## src/rtl/ex_stage.sv

```systemverilog
// rtl/ex_stage.sv - openMIPS execute stage: logic/shift/move ops, HI/LO forwarding
// and an iterative 32-cycle restoring divider that stalls the pipeline.
module ex_stage #(
  parameter int DIV_CYCLES = 32
) (
  input  logic        clk,
  input  logic        rst,
  input  logic        flush_i,
  input  logic [7:0]  aluop_i,
  input  logic [2:0]  alusel_i,
  input  logic [31:0] reg1_i,
  input  logic [31:0] reg2_i,
  input  logic [4:0]  wd_i,
  input  logic        wreg_i,
  input  logic [31:0] hi_i,
  input  logic [31:0] lo_i,
  input  logic        mem_whilo_i,
  input  logic [31:0] mem_hi_i,
  input  logic [31:0] mem_lo_i,
  input  logic        wb_whilo_i,
  input  logic [31:0] wb_hi_i,
  input  logic [31:0] wb_lo_i,
  output logic [4:0]  wd_o,
  output logic        wreg_o,
  output logic [31:0] wdata_o,
  output logic        whilo_o,
  output logic [31:0] hi_o,
  output logic [31:0] lo_o,
  output logic        stallreq_o
);

  localparam logic [2:0] RES_LOGIC = 3'b001;
  localparam logic [2:0] RES_SHIFT = 3'b010;
  localparam logic [2:0] RES_MOVE  = 3'b011;

  localparam logic [7:0] OP_AND  = 8'b0010_0100;
  localparam logic [7:0] OP_OR   = 8'b0010_0101;
  localparam logic [7:0] OP_XOR  = 8'b0010_0110;
  localparam logic [7:0] OP_NOR  = 8'b0010_0111;
  localparam logic [7:0] OP_SLL  = 8'b0111_1100;
  localparam logic [7:0] OP_SRL  = 8'b0000_0010;
  localparam logic [7:0] OP_SRA  = 8'b0000_0011;
  localparam logic [7:0] OP_MOVZ = 8'b0000_1010;
  localparam logic [7:0] OP_MOVN = 8'b0000_1011;
  localparam logic [7:0] OP_MFHI = 8'b0001_0000;
  localparam logic [7:0] OP_MTHI = 8'b0001_0001;
  localparam logic [7:0] OP_MFLO = 8'b0001_0010;
  localparam logic [7:0] OP_MTLO = 8'b0001_0011;
  localparam logic [7:0] OP_DIV  = 8'b0001_1010;
  localparam logic [7:0] OP_DIVU = 8'b0001_1011;

  localparam int CW = $clog2(DIV_CYCLES);

  typedef enum logic [1:0] {S_IDLE, S_BYZERO, S_ON, S_END} div_state_t;

  div_state_t     r_state;
  logic [CW-1:0]  r_cnt;
  logic [64:0]    r_sr;
  logic [31:0]    r_divisor;
  logic           r_qneg;
  logic           r_rneg;

  logic [31:0] w_hi, w_lo;
  logic [31:0] w_logic, w_shift, w_move, w_wdata;
  logic        w_is_div, w_signed;
  logic [32:0] w_trial;
  logic [64:0] w_step;
  logic [31:0] w_quot, w_rem;
  logic        w_whilo;
  logic [31:0] w_hi_out, w_lo_out;
  logic        w_stall;

  // MEM is the younger writer, so it wins over WB.
  always_comb begin
    if (mem_whilo_i) begin
      w_hi = mem_hi_i;
      w_lo = mem_lo_i;
    end else if (wb_whilo_i) begin
      w_hi = wb_hi_i;
      w_lo = wb_lo_i;
    end else begin
      w_hi = hi_i;
      w_lo = lo_i;
    end
  end

  always_comb begin
    w_logic = 32'h0;
    case (aluop_i)
      OP_OR:   w_logic = reg1_i | reg2_i;
      OP_AND:  w_logic = reg1_i & reg2_i;
      OP_XOR:  w_logic = reg1_i ^ reg2_i;
      OP_NOR:  w_logic = ~(reg1_i | reg2_i);
      default: w_logic = 32'h0;
    endcase
  end

  always_comb begin
    w_shift = 32'h0;
    case (aluop_i)
      OP_SLL:  w_shift = reg2_i << reg1_i[4:0];
      OP_SRL:  w_shift = reg2_i >> reg1_i[4:0];
      OP_SRA:  w_shift = $unsigned($signed(reg2_i) >>> reg1_i[4:0]);
      default: w_shift = 32'h0;
    endcase
  end

  always_comb begin
    w_move = 32'h0;
    case (aluop_i)
      OP_MFHI:          w_move = w_hi;
      OP_MFLO:          w_move = w_lo;
      OP_MOVZ, OP_MOVN: w_move = reg1_i;
      default:          w_move = 32'h0;
    endcase
  end

  always_comb begin
    w_wdata = 32'h0;
    case (alusel_i)
      RES_LOGIC: w_wdata = w_logic;
      RES_SHIFT: w_wdata = w_shift;
      RES_MOVE:  w_wdata = w_move;
      default:   w_wdata = 32'h0;
    endcase
  end

  assign w_is_div = (aluop_i == OP_DIV) || (aluop_i == OP_DIVU);
  assign w_signed = (aluop_i == OP_DIV);

  // r_sr holds {partial remainder (33), dividend/quotient bits (32)}, pre-shifted by one,
  // so after the last step the remainder sits in [64:33] and the quotient in [31:0].
  assign w_trial = r_sr[64:32] - {1'b0, r_divisor};
  assign w_step  = w_trial[32] ? {r_sr[63:0], 1'b0}
                               : {w_trial[31:0], r_sr[31:0], 1'b1};

  assign w_quot = r_qneg ? (~r_sr[31:0] + 32'd1) : r_sr[31:0];
  assign w_rem  = r_rneg ? (~r_sr[64:33] + 32'd1) : r_sr[64:33];

  always_ff @(posedge clk) begin
    if (rst) begin
      r_state   <= S_IDLE;
      r_cnt     <= '0;
      r_sr      <= '0;
      r_divisor <= '0;
      r_qneg    <= 1'b0;
      r_rneg    <= 1'b0;
    end else if (flush_i) begin
      r_state <= S_IDLE;
    end else begin
      case (r_state)
        S_IDLE: begin
          if (w_is_div) begin
            r_cnt     <= '0;
            r_divisor <= (w_signed && reg2_i[31]) ? (~reg2_i + 32'd1) : reg2_i;
            r_sr      <= {32'h0, ((w_signed && reg1_i[31]) ? (~reg1_i + 32'd1) : reg1_i), 1'b0};
            r_qneg    <= w_signed && (reg1_i[31] ^ reg2_i[31]);
            r_rneg    <= w_signed && reg1_i[31];
            r_state   <= (reg2_i == 32'h0) ? S_BYZERO : S_ON;
          end
        end
        S_BYZERO: begin
          r_sr    <= '0;
          r_state <= S_END;
        end
        S_ON: begin
          r_sr  <= w_step;
          r_cnt <= r_cnt + 1'b1;
          if (r_cnt == CW'(DIV_CYCLES - 1))
            r_state <= S_END;
        end
        S_END: r_state <= S_IDLE;
        default: r_state <= S_IDLE;
      endcase
    end
  end

  always_comb begin
    w_stall = 1'b0;
    if (!flush_i) begin
      case (r_state)
        S_IDLE:         w_stall = w_is_div;
        S_BYZERO, S_ON: w_stall = 1'b1;
        default:        w_stall = 1'b0;
      endcase
    end
  end

  always_comb begin
    w_whilo  = 1'b0;
    w_hi_out = 32'h0;
    w_lo_out = 32'h0;
    if (r_state == S_END) begin
      if (!flush_i) begin
        w_whilo  = 1'b1;
        w_hi_out = w_rem;
        w_lo_out = w_quot;
      end
    end else if (aluop_i == OP_MTHI) begin
      w_whilo  = 1'b1;
      w_hi_out = reg1_i;
      w_lo_out = w_lo;
    end else if (aluop_i == OP_MTLO) begin
      w_whilo  = 1'b1;
      w_hi_out = w_hi;
      w_lo_out = reg1_i;
    end
  end

  assign wd_o       = rst ? 5'h0  : wd_i;
  assign wreg_o     = rst ? 1'b0  : wreg_i;
  assign wdata_o    = rst ? 32'h0 : w_wdata;
  assign whilo_o    = rst ? 1'b0  : w_whilo;
  assign hi_o       = rst ? 32'h0 : w_hi_out;
  assign lo_o       = rst ? 32'h0 : w_lo_out;
  assign stallreq_o = rst ? 1'b0  : w_stall;

endmodule

```

## config.mk

```make
export PLATFORM = sky130hd
export DESIGN_NAME = ex_stage
export DESIGN_NICKNAME = d
export VERILOG_FILES = /design/src/rtl/ex_stage.sv
export SDC_FILE = /design/constraint.sdc
export NUM_CORES = 1
export LEC_CHECK = 0
export BUFFER_PORTS_ARGS = -buffer_cell sky130_fd_sc_hd__buf_2
export CAP_MARGIN = 5
export CORE_MARGIN = 2
export CORE_UTILIZATION = 45
export DETAILED_ROUTE_END_ITERATION = 8
export PLACE_DENSITY = 0.77
export SLEW_MARGIN = 20
export SYNTH_ARGS = -nofsm -noshare
export SYNTH_HDL_FRONTEND = slang
export SYNTH_SLANG_ARGS = --single-unit
```

## constraint.sdc

```tcl
create_clock -name clk -period 2.9 [get_ports clk]
set_clock_uncertainty 0.15 [all_clocks]
set_input_delay 0 -clock clk [delete_from_list [all_inputs] [get_ports clk]]
set_output_delay 0 -clock clk [all_outputs]
set_load 0.005 [all_outputs]
```

==> results.md <==
* Dpl cell area at 0.0222 mm²
* Rel. slew slack at 30.2%
* Top cells by count, synth: 375 x nor2_1, 261 x a21oi_1, 229 x nand2_1
* IO Pins at 382
* Cells after synthesis at 2,615
* Pre-antenna DRT Iters at 7
* CTS buffer count at 9
* Cell taking the most area after synthesis: dfxtp_1
* Final #Nets at 3,467
* Largest net degree at the start of global routing at 107
* Vias per inst at 6.48
* Fin worst setup slack at -0.601 ns
* Share of layout cells above drive strength 1 at 30.5%
* Most common cell in the netlist: nor2_1
* Max Clk Rate at 286 MHz
* Final setup violation count at 58
* Overall Power at 5490 µW
* Worst skew pair latency at 0.38 ns
* Period utilization at 121%
* Core ar. at 0.0398 mm²
* CP required at 2.75 ns
* Synth cell types at 78
* First-pass GRT wire length at 139,000 µm
* Outcome: finished, violations left
* Slew at the pin closest to its max-slew limit at 1.05 ns
* Arr. time, crit path at 3.35 ns
* Max-slew violation count at 0
* Clock Sinks at 106
* Die area at 0.0421 mm²
* Overflow after GRT at 0
* Finished Cell Area at 0.0238 mm²
* Mapped cell area at 0.0182 mm²
* Final core occ at 59.9%
* RSZ-0062 raised after global routing: true
* Number of flops mapped to enable cells by yosys at 0
* Slowest stage delay, CP at 0.40 ns
* PwrDens at 230 mW/mm²
* Initial antenna violation count at 3
* Synth Register Bits at 106
* Detailed Route Iter0 Violations at 3,271
* CP max FO at 2
* Gpl congestion at 1.06
* Initial core utilization at 45.7%
* DP Wirelength at 76,500 µm
* Chip width at 205 µm
* Setup crit end kind: primary output
* Async set or reset register ratio after synthesis at 0%
* FF/Latch Area at 0.00213 mm²
* Number of buffers on the longest clock path at 2
* TNS Setup at -13.37 ns
* Fillcell total at 3,663
* Average size of a mapped cell at 6.96 µm²
* CTS tree: built
* Bufs and invs on worst path at 3
* Failing checks: negative setup slack
* H-Tree Depth at 3
* Seq/Total Area, Yosys at 11.7%
* HP Class: in2reg
* Vias in the first global route at 21.4k
* Die Y at 205 µm
* Min cycle time layout at 3.50 ns
* Synth top area share at 11.7%
* PortBufs at 381
* Clk pin slew, worst setup/hold paths at 0.08 ns
* Final hold vios at 0
* DRT antenna net count at 0
* GRT Util Overall at 44.6%
* Synth warn at 0
* Critical path class: reg2out
* Routed vias at 23.4k
* WL final at 98,000 µm
* Clock tree root buffer cell: clkbuf_16
* Dominant synthesized flop cell: dfxtp_1
* VDD IR max at 0.238 mV
* Layout Area Growth over Synthesis at 30.9%
* # Max-Cap Violations at 0
* DRC at 0
* Pleak at 0.0103 µW
* Cell Chain, Critical Path: or3_4 -> or3_4 -> or3_4 -> buf_6 -> or3_4 -> o41ai_4 -> buf_4 -> nand2_2 -> xnor2_2 -> o22ai_1 -> buf_2
* Routed WL per cell at 27.1 µm
* Top cells by area, synth: dfxtp_1 12%, mux2i_1 11%, nor2_1 7.7%
* Multi-input logic area at 0.0158 mm²
* Family with the most delay on the worst path: simple AND/OR/NAND/NOR gates
* Worst Setup Start Kind: register
* Row count at 73
* Post-synth net total at 3,001
* Slowest CP cell: or3_4
* Setup WS pre-CTS at -0.281 ns
* Most common cell on crit path: or3_4
## tightest hold or removal path, cell delays in order
cell and delay [ns]:
buf_2 0.18, inv_1 0.13, xnor2_1 0.14, a211oi_1 0.07
## per-layer routing
layer / global-route usage [%] / part of all wire, % / vias up
li1: - / - / 10350
met1: 57.1 / 38 / 11083
met2: 69.8 / 44 / 1618
met3: 8.77 / 11 / 345
met4: 25.6 / 6.9 / 0
met5: 0 / 0 / -
## area by class of cell
type / instances / share of cell area (%)
Antenna cell: 2 / 0.0210
Sequential cell: 106 / 8.93
Multi-Input combinational cell: 2174 / 66.2
Clock buffer: 11 / 0.976
Timing Repair Buffer: 676 / 19.0
Tap cell: 525 / 2.76
Inverter: 114 / 1.79
Clock inverter: 4 / 0.320
## path summary, 6_finish.rpt
check / startpoint / end / slack (ns) / cells after the start
worst min register to register: r_rneg$_SDFFE_PP0P_ / r_rneg$_SDFFE_PP0P_ / 0.31 / 2
worst max-delay path: r_sr[44]$_SDFFE_PP0P_ / hi_o[31] / -0.60 / 11
worst max register to register: r_sr[32]$_SDFFE_PP0P_ / r_sr[38]$_SDFFE_PP0P_ / -0.13 / 15
worst min-delay path: reg2_i[13] / r_divisor[13]$_SDFFE_PP0P_ / 0.03 / 4
## kinds of logic (layout without fill, tap and decap cells)
logic type	after synthesis	after routing	synth area share (%)
compound gates	807	807	27.3
simple gates	804	804	19.3
buf+inv	335	805	6.98
mux	279	279	18.8
xor+xnor	176	176	8.46
fa+ha+maj	108	108	7.46
flops	106	106	11.7
other cells	0	2	0
## sequential cells by signal, indices dropped and copies added (netlist names)
register / count
r_cnt: 5
r_divisor: 32
r_qneg: 1
r_rneg: 1
r_sr: 65
r_state: 2
## cells in the final DEF, fill, tap and decap left out, drive strengths merged, types with 15 or more instances in the layout
master | Yosys | layout
nor2 | 375 | 375
a21oi | 261 | 261
a221oi | 15 | 15
ha | 107 | 107
nor2b | 15 | 15
inv | 114 | 114
o22ai | 22 | 22
mux4 | 46 | 46
nand3 | 42 | 42
nor3 | 29 | 29
o31ai | 44 | 44
o21ai | 227 | 227
nand2 | 229 | 229
mux2i | 192 | 192
mux2 | 41 | 41
a22oi | 52 | 52
o211ai | 17 | 17
buf | 39 | 666
or3 | 29 | 29
a221o | 17 | 17
a211oi | 45 | 45
xnor2 | 142 | 142
dfxtp | 106 | 106
xor2 | 34 | 34
## what timing repair did
| action | CTS | global route |
|---|---|---|
| gates cloned | 4 | 0 |
| hold endpoints to repair | 13 | 0 |
| gates resized for setup | 108 | 101 |
| hold buffers | 8 | 0 |
| setup endpoints to repair | 67 | 87 |
| pin swaps | 52 | 58 |
| buffers inserted | 11 | 12 |
## through the flow
| stage | hold WS [ns] | cells |
|---|---|---|
| 2_1_floorplan | -0.0331 | 2615 |
| 3_3_place_gp | 0.128 | 3564 |
| 3_5_place_dp | 0.138 | 3564 |
| 4_1_cts | 0.0118 | 3602 |
| 5_1_grt | 0.0452 | 3611 |
| 6_report | 0.0300 | 3612 |
## power by group
part | total, µW | switching (µW) | internal (µW)
sequential | 1480 | 12.7 | 1460
combinational | 2650 | 1590 | 1060
clock | 1370 | 614 | 757
No activity file was read; power rests on OpenSTA's default activity.
